[src/rtl/bus_xfer.sv]
`default_nettype none
// ============================================================================
//  Module   : bus_xfer
//  Purpose  : Registered register-transfer bus with one-hot destination
//             strobes, narrow-source masking, sticky error and a transfer count.
//  Revision : 1.0
// ============================================================================
module bus_xfer #(
    parameter int                 BUS_W       = 24,
    parameter int                 N_SRC       = 16,
    parameter int                 N_DST       = 16,
    parameter int                 SEL_W       = 5,
    parameter logic [N_SRC-1:0]   NARROW_MASK = 16'h0070 | 16'h8000,
    parameter int                 CNT_W       = 16
) (
    input  logic                   clk,
    input  logic                   rst,
    input  logic [N_SRC*BUS_W-1:0] src_data,
    input  logic                   xfer_valid,
    input  logic [SEL_W-1:0]       read_en,
    input  logic [SEL_W-1:0]       write_en,
    input  logic                   err_clr,
    output logic [BUS_W-1:0]       busout,
    output logic                   bus_valid,
    output logic [N_DST-1:0]       dst_we,
    output logic                   err,
    output logic [CNT_W-1:0]       xfer_count
);

    localparam logic [SEL_W-1:0] c_SRC_MAX   = SEL_W'(N_SRC);
    localparam logic [SEL_W-1:0] c_DST_MAX   = SEL_W'(N_DST);
    localparam logic [SEL_W-1:0] c_BCAST     = '1;
    localparam logic [CNT_W-1:0] c_CNT_MAX   = '1;

    logic [BUS_W-1:0] r_busout;
    logic             r_bus_valid;
    logic [N_DST-1:0] r_dst_we;
    logic             r_err;
    logic [CNT_W-1:0] r_xfer_count;

    logic             w_read_legal;
    logic             w_write_legal;
    logic             w_broadcast;
    logic             w_legal;
    logic             w_illegal;
    logic [BUS_W-1:0] w_sel_data;
    logic             w_sel_narrow;
    logic [BUS_W-1:0] w_bus_next;
    logic [N_DST-1:0] w_dst_next;

    assign w_broadcast   = (write_en == c_BCAST);
    assign w_read_legal  = (read_en != '0) && (read_en <= c_SRC_MAX);
    assign w_write_legal = w_broadcast || (write_en <= c_DST_MAX);
    assign w_legal       = xfer_valid && w_read_legal && w_write_legal;
    assign w_illegal     = xfer_valid && !(w_read_legal && w_write_legal);

    // Read code i+1 selects source i; narrow sources keep only their low byte.
    always_comb begin
        w_sel_data   = '0;
        w_sel_narrow = 1'b0;
        for (int i = 0; i < N_SRC; i++) begin
            if (read_en == SEL_W'(i + 1)) begin
                w_sel_data   = src_data[i*BUS_W +: BUS_W];
                w_sel_narrow = NARROW_MASK[i];
            end
        end
    end

    assign w_bus_next = w_sel_narrow ? {{(BUS_W-8){1'b0}}, w_sel_data[7:0]} : w_sel_data;

    always_comb begin
        w_dst_next = '0;
        for (int j = 0; j < N_DST; j++) begin
            w_dst_next[j] = w_broadcast || (write_en == SEL_W'(j + 1));
        end
    end

    always_ff @(posedge clk) begin
        if (rst) begin
            r_busout     <= '0;
            r_bus_valid  <= 1'b0;
            r_dst_we     <= '0;
            r_err        <= 1'b0;
            r_xfer_count <= '0;
        end else begin
            r_bus_valid <= w_legal;
            r_dst_we    <= w_legal ? w_dst_next : '0;
            if (w_legal) begin
                r_busout <= w_bus_next;
                if (r_xfer_count != c_CNT_MAX) begin
                    r_xfer_count <= r_xfer_count + 1'b1;
                end
            end
            // A new illegal request outranks a concurrent clear.
            if (w_illegal) begin
                r_err <= 1'b1;
            end else if (err_clr) begin
                r_err <= 1'b0;
            end
        end
    end

    assign busout     = r_busout;
    assign bus_valid  = r_bus_valid;
    assign dst_we     = r_dst_we;
    assign err        = r_err;
    assign xfer_count = r_xfer_count;

endmodule
`default_nettype wire

[config.mk]
export PLATFORM = sky130hd
export DESIGN_NAME = bus_xfer
export DESIGN_NICKNAME = d
export VERILOG_FILES = /design/src/rtl/bus_xfer.sv
export SDC_FILE = /design/constraint.sdc
export NUM_CORES = 1
export LEC_CHECK = 0
export ABC_AREA = 1
export CORE_AREA = 2 2 179 181
export CTS_CLUSTER_DIAMETER = 40
export DETAILED_ROUTE_END_ITERATION = 7
export DIE_AREA = 0 0 181 183
export SLEW_MARGIN = 15
export SYNTH_ARGS = -nofsm -noshare
export SYNTH_HDL_FRONTEND = slang
export SYNTH_SLANG_ARGS = --single-unit
[constraint.sdc]
create_clock -name clk -period 3.6 [get_ports clk]
set_input_delay 1.08 -clock clk [delete_from_list [all_inputs] [get_ports clk]]
set_output_delay 1.08 -clock clk [all_outputs]
set_load 0.05 [all_outputs]
==> run summary, run 1 <==
The final design instance area without fill came out at 0.01127 mm². The number of synthesized flops with an enable pin came out at 0. The final RePlAce weighted congestion came out at 0.9510. The cell sitting at the root of the clock tree is a clkbuf_16. Clock-pin slew was measured on the worst setup and hold paths at 60 ps. The global-route wire length before repair is 50.28 mm. STA classifies the critical path endpoint as a register. The mean area per synthesized cell is 5.417 µm². The required time of the critical path is 3860 ps. The placed standard-cell area is 0.01094 mm². The minimum clock period after layout came out at 3332 ps. The tightest min-delay check is of the register to register type. The total count of max-transition violations in the final report came out at 0. The via total after detailed routing is 8,564. For this run, the leading register cell type out of synthesis is dfxtp_1. The total routing resource utilization after global routing came out at 0.2013. The cell area after synthesis is 0.005802 mm². Ranked by total cell area, the synthesized netlist is headed by nand2_1, dfxtp_1, a21oi_1.

Entering global routing, the biggest net connects 34 pins. The core area came out at 0.03123 mm². The final setup skew came out at 6.186 ps. In this run the critical register-to-register path is launched from xfer_count[6]$_SDFFE_PP0P_. The total of max-cap violations came out at 0.

The growth of design area from synthesis to finish came out at 94.33%. TritonCTS built the clock tree. The initial utilization of the core area, before any placement, comes to 0.1858. The number of clock buffers inserted by TritonCTS is 9. Data arrives at the worst endpoint at 3590 ps. The remaining routing DRC violations came out at 0. The number of primary I/O pins came out at 456. In this run the worst setup path begins at read_en[2]. The most utilized layer in the global route result is met2. For this run, the slowest stage of the critical path takes 550 ps. For met1 alone, demand over resource in global routing was 0.2508. Dividing the detail-routed via count by the number of cells gives 4.435. In the finished design, the share of the clock period the worst path needs comes to 0.9254. The share of post-route cells with drive strength above 1 is 0.08847. nand2_1 is the most common cell in the netlist. The die extent in y is 183 µm. Counting distinct cell types in the post-synthesis netlist gives 40.

The number of filler instances in the final layout came out at 3,373. STA classifies the critical path startpoint as an input pin. The area occupied by registers is 0.001161 mm². The global routing usage on met2 came out at 0.3475.

The relative max-transition margin is 0.5899. In this run the most critical hold path is launched from busout[11]$_SDFFE_PP0P_. The slowest library cell on the worst path is clkdlybuf4s50_1. The sequential fraction of the synthesis area came out at 0.2001. During placement, the flow inserted port buffers numbering 439. The number of global-route vias before repair was 8,076. At the pin with the least slew margin, the transition time is 613.3 ps.

Synthesis produced a netlist with a net count of 1,471. The share of flip-flops with an asynchronous set or reset after synthesis came out at 0. The highest net fanout along the worst path came out at 7. The first detailed-routing pass ran for 5 iterations. Setup repair after global routing left no endpoint under its margin.

The number of standard cells after synthesis came out at 1,071. The buffering stage count on the worst path with inverters included came out at 5. The detailed-placement wirelength estimate came out at 29.27 mm. In this design, the critical path's most frequently occurring cell is nand2_1. The reported leakage power came out at 4.688 nW. By count the netlist is led by nand2_1, nor2_1, inv_1, a21oi_1, nand3_1. For this run, the post-layout net count is 1,922.

The synthesized design spends more area on one cell type than any other, namely nand2_1. The multi-input combinational cells in the finished layout cover a total of 0.003965 mm². The number of hold violations in the final report came out at 0. After the first detailed-routing iteration, the DRC count stood at 400. The number of clock sinks came out at 58.

In this run the core area contains 65 standard-cell rows. The count of nets left with antenna violations once routing finished came out at 0. The flow ran to the end, and the final reports show no timing, DRC or antenna violations. The number of setup violations in the final report is 0. The share of the core filled with cells in the final layout came out at 0.3610. The setup path with the least slack is of type input pin to register. The die covers 0.03312 mm².

The met3 track demand over resource came out at 0.04666. The initial antenna violation count was 3. After global routing the overflow that remains totals 0. The synthesis-stage register bit count came out at 58. The level count of the clock H-tree is 3.

The highest attainable clock frequency came out at 300.2 MHz. The clock reaches the later pin of the worst-skew pair after 330 ps. The die extent in x is 181 µm. The portion of synthesized cell area occupied by the leading cell type is 0.2510. The routed wire length came out at 34.99 mm. Walking the worst path, the cells encountered are clkdlybuf4s50_1 > buf_4 > inv_2 > nor2_4 > inv_2 > nor2_1 > buf_4 > o21ai_0 > nand4_1 > nand2_1 > nand2_1 > nand2_1 > nand3_1 > nand2_1 > nand3_1 > nand2_1 > a21oi_1. The routed length per placed instance came out at 18.12 µm.

The clock passes through at most 2 buffers. The number of warnings printed during yosys synthesis is 0. The category of cells accounting for the largest share of critical-path delay is simple AND/OR/NAND/NOR gates.

IR analysis of the VDD net gives a maximum drop of 0.3361 mV. Dividing total power by cell area gives a power density of 215.8 mW/mm².
-- cells by family (layout without fill, tap and decap cells) --
kind of cell,count (synthesis),after routing,share of synthesized area
flip-flops,58,58,0.2001
AND/OR/NAND/NOR,715,715,0.5564
other,0,3,0
buffers and inverters,167,622,0.1182
adder cells (fa/ha/maj),2,2,0.004312
AO/OA/AOI/OAI,129,129,0.1210
-- layer usage --
layer,share of wire,vias to the layer above
met5,0,-
met4,0.021,0
met3,0.082,36
met2,0.47,391
met1,0.42,3845
li1,-,4292
-- worst reg2reg max path, stage by stage (launching register included) --
cell,delay [ps]
dfxtp_1,350
inv_1,90
nor3_1,420
nand4_1,220
o21ai_2,260
inv_4,90
nand2_1,160
nor4_1,80
o21ai_0,150
a21oi_1,50
-- flip-flops by register name (all words and copies together) (netlist names) --
signal      count
bus_valid       1
busout         24
dst_we         16
err             1
xfer_count     16
-- final cells by class --
cell class,instances,area share
Antenna cell,3,0.0006659
Tap cell,402,0.04461
Inverter,120,0.04017
Multi-Input combinational cell,846,0.3517
Timing Repair Buffer,487,0.4317
Sequential cell,58,0.1030
Clock buffer,10,0.02120
Clock inverter,5,0.006991
-- power by group --
group	internal, W	switching (W)
sequential	0.000656	0.00000818
clock	0.000619	0.000303
combinational	0.000492	0.000355
-- stage by stage --
step / power (W) / hold WS [ps] / worst slack [ps] / cells / TNS [ps]
CTS: 0.002459 / 467.3 / 184.3 / 1928 / 0
finish: 0.002433 / 463.8 / 268.5 / 1931 / 0
global placement: 0.001523 / 453.8 / -117.6 / 1913 / -414.5
global route: 0.002546 / 481.7 / 82.64 / 1931 / 0
detailed placement: 0.001525 / 457.3 / -135.1 / 1913 / -417.2
floorplan: 0.0009425 / 684.4 / 650.7 / 1071 / 0
-- worst paths after layout --
kind	endpoint	slack, ps	cells after the start
setup / recovery	busout[16]$_SDFFE_PP0P_	270	17
hold / removal	busout[11]$_SDFFE_PP0P_	460	2
setup reg to reg	xfer_count[14]$_SDFFE_PP0P_	1590	9
hold reg to reg	busout[11]$_SDFFE_PP0P_	460	2
-- layout by cell type, fill, tap and decap left out, types with 4 or more instances in the layout --
cell	n
clkdlybuf4s50_1	439
nand2_1	388
nor2_1	107
inv_1	105
a21oi_1	93
nand3_1	88
dfxtp_1	58
buf_4	39
nand4_1	36
or2_2	26
or2_0	21
inv_2	12
o21ai_0	11
nor2_4	10
o211ai_1	9
clkbuf_16	9
buf_12	9
nor2_2	8
or2_1	8
nor3_1	7
nand2_2	5
a211oi_1	4
-- timing repair --
item | 4_1_cts | 5_1_grt
gates resized for setup | 0 | 1
setup buffers | 0 | 0
hold buffers | 0 | 0
setup endpoints to repair | 0 | 3
Note: power is estimated with default switching activity, not from simulation.
==> run 2: changes to the inputs <==
clock period = 3.5 ns   (was 3.6 ns; I/O delays follow)
==> run summary, run 2 (synthesis gave the netlist of run 1 again) <==
Buffers added to address setup during post-CTS repair amount to 0. The launch point of the worst reg-to-reg path is xfer_count[6]$_SDFFE_PP0P_. The highest net fanout along the worst path is 4. The share of the core filled with cells in the final layout came out at 0.3658. The routed design could run at a clock period as short as 3199 ps. STA classifies the critical path endpoint as a register.

The routed length per placed instance is 18.13 µm. The overall overflow remaining after global route is 0. The initial antenna violation count was 3. The signal on the critical path passes through clkdlybuf4s50_1 > buf_4 > nor2_4 > inv_2 > nor2_1 > buf_4 > o21ai_1 > nand4_1 > nand2_1 > nand4_1 > nand2_1 > nand3_1 > nand2_1 > nand2_1 > nand2_1 > a21oi_1. The congestion estimate from routability-driven global placement came to 0.9653. The master cell of the clock root buffer is clkbuf_16. The slowest library cell on the worst path is clkdlybuf4s50_1. For the pin with the worst max-slew slack, the measured transition is 577.7 ps. The worst setup path is launched from an input pin.

The CTS tree is done. The final design instance area without fill came out at 0.01142 mm². The required time of the critical path is 3760 ps. For this design, the sink count on the clock tree is 58. The growth of design area from synthesis to finish is 96.92%. The number of setup violations in the final report is 0.

The routed wire length is 35.36 mm. The ratio of total power to cell area came out at 223.2 mW/mm². The reported leakage power came out at 4.782 nW.

The average via count per standard cell came out at 4.345. The pre-antenna-repair detailed-routing pass consisted of 8 iterations. From bottom edge to top edge, the die measures 183 µm. Leaving out fill and tap cells, the most frequent cell in the layout is clkdlybuf4s50_1. The effective utilization at floorplan came out at 0.1858.

The startpoint identified for the worst hold timing path is busout[1]$_SDFFE_PP0P_. The number of clock buffers inserted by TritonCTS is 9. The final layout contains 1,941 nets. The via total after detailed routing came out at 8,478. The global-route wire length before repair is 51.29 mm. The highest attainable clock frequency came out at 312.6 MHz. The number of primary I/O pins came out at 456. The placed standard-cell area came out at 0.01109 mm². For the worst-skew pair, the clock arrives at the later sink with an insertion delay of 320 ps. The share of post-route cells with drive strength above 1 is 0.09897.

The cell that appears most often on the critical path is nand2_1. After clock tree synthesis, the clock-pin slew on the worst setup and hold paths is 50 ps. The flip-flop count of the largest register after layout is 24. The level count of the clock H-tree is 3. The number of global-route vias before repair is 8,461. For the worst setup path, the data arrival time is 3460 ps. After clock tree synthesis, the flow added hold-fix buffers numbering 0. The critical path starts at read_en[3]. The final setup skew is 2.556 ps.

The post-cts repair resize count is 0. In the layout the commonest cells are clkdlybuf4s50_1, nand2_1, nor2_1. Entering global routing, the biggest net connects 33 pins.

The path type of the worst setup path is input pin to register. During placement, the flow inserted port buffers numbering 439. In the routed design, unresolved DRC markers number 0. The starting DRC count in detailed routing is 459. The number of hold violations in the final report came to 0. The total count of max-transition violations in the final report was 0. The detailed-placement wirelength estimate came out at 29.32 mm. The final critical-path share of the clock period is 0.9140.

The die extent in x is 181 µm. The highest ir drop seen on vdd is 0.2539 mV. In this run the tightest slew margin relative to its limit is 0.6137. The initialized floorplan defines 65 standard-cell rows. The clock passes through at most 2 buffers. The overall die area came out at 0.03312 mm². The count of nets left with antenna violations once routing finished came out at 0. The flow ran to the end, and the final reports show no timing, DRC or antenna violations. The total of max-cap violations came out at 0.

The total routing resource utilization after global routing is 0.2055. The largest stage delay on the critical path came out at 520 ps. The worst hold path belongs to the class register to register.

The worst-case setup margin in the final layout is 301.1 ps. The worst slack at placement is -88.24 ps. After floorplanning, the core was sized to cover 0.03123 mm². Setup repair after global routing left no endpoint under its margin.
[run 2: cell count changes in the layout (fill, tap and decap cells not counted), sizes merged]
cell / delta
clkinv: -1
buf: +19
clkbuf: +2
[run 2: layer usage]
layer,global-route usage,part of all wire,vias up
met2,0.3594,0.48,373
li1,-,-,4335
met4,0.06179,0.022,0
met3,0.05143,0.082,49
met5,0,0,-
met1,0.2485,0.42,3721
[run 2: layout make-up]
type                    instances  area (µm²)
repair buffers                506        5010
diodes                          3       7.507
multi-input cells             846        3960
flip-flops and latches         58        1161
fillers                      3324       19810
inverters                     120       452.9
well taps                     402       503.0
clock buffers                  12       256.5
clock inverters                 4       73.82
[run 2: metrics by stage]
step	cells	power, W	setup TNS (ps)	hold slack, ps
after floorplan	1071	0.0009694	0	684.4
after global placement	1932	0.001580	-54.19	451.5
after detailed placement	1932	0.001583	-161.2	453.5
after CTS	1948	0.002588	0	462.2
after global routing	1951	0.002678	0	478.8
final	1951	0.002550	0	463.7
[run 2: critical path: cells and delay by family]
family                 cells  cell delay (ps)
AND/OR/NAND/NOR           10             1230
AO/OA/AOI/OAI              2              190
buffers and inverters      4             1000
[run 2: where the power goes]
part	switching, W	internal, W
logic	0.000368	0.000517
registers	0.00000821	0.000674
clock network	0.000320	0.000662
total	0.000696	0.00185
[run 2: worst paths after layout]
check	endpoint	slack, ps	cells after the start
worst max register to register	xfer_count[4]$_SDFFE_PP0P_	1470	9
worst max-delay path	busout[0]$_SDFFE_PP0P_	300	16
worst min register to register	busout[1]$_SDFFE_PP0P_	460	2
worst min-delay path	busout[1]$_SDFFE_PP0P_	460	2
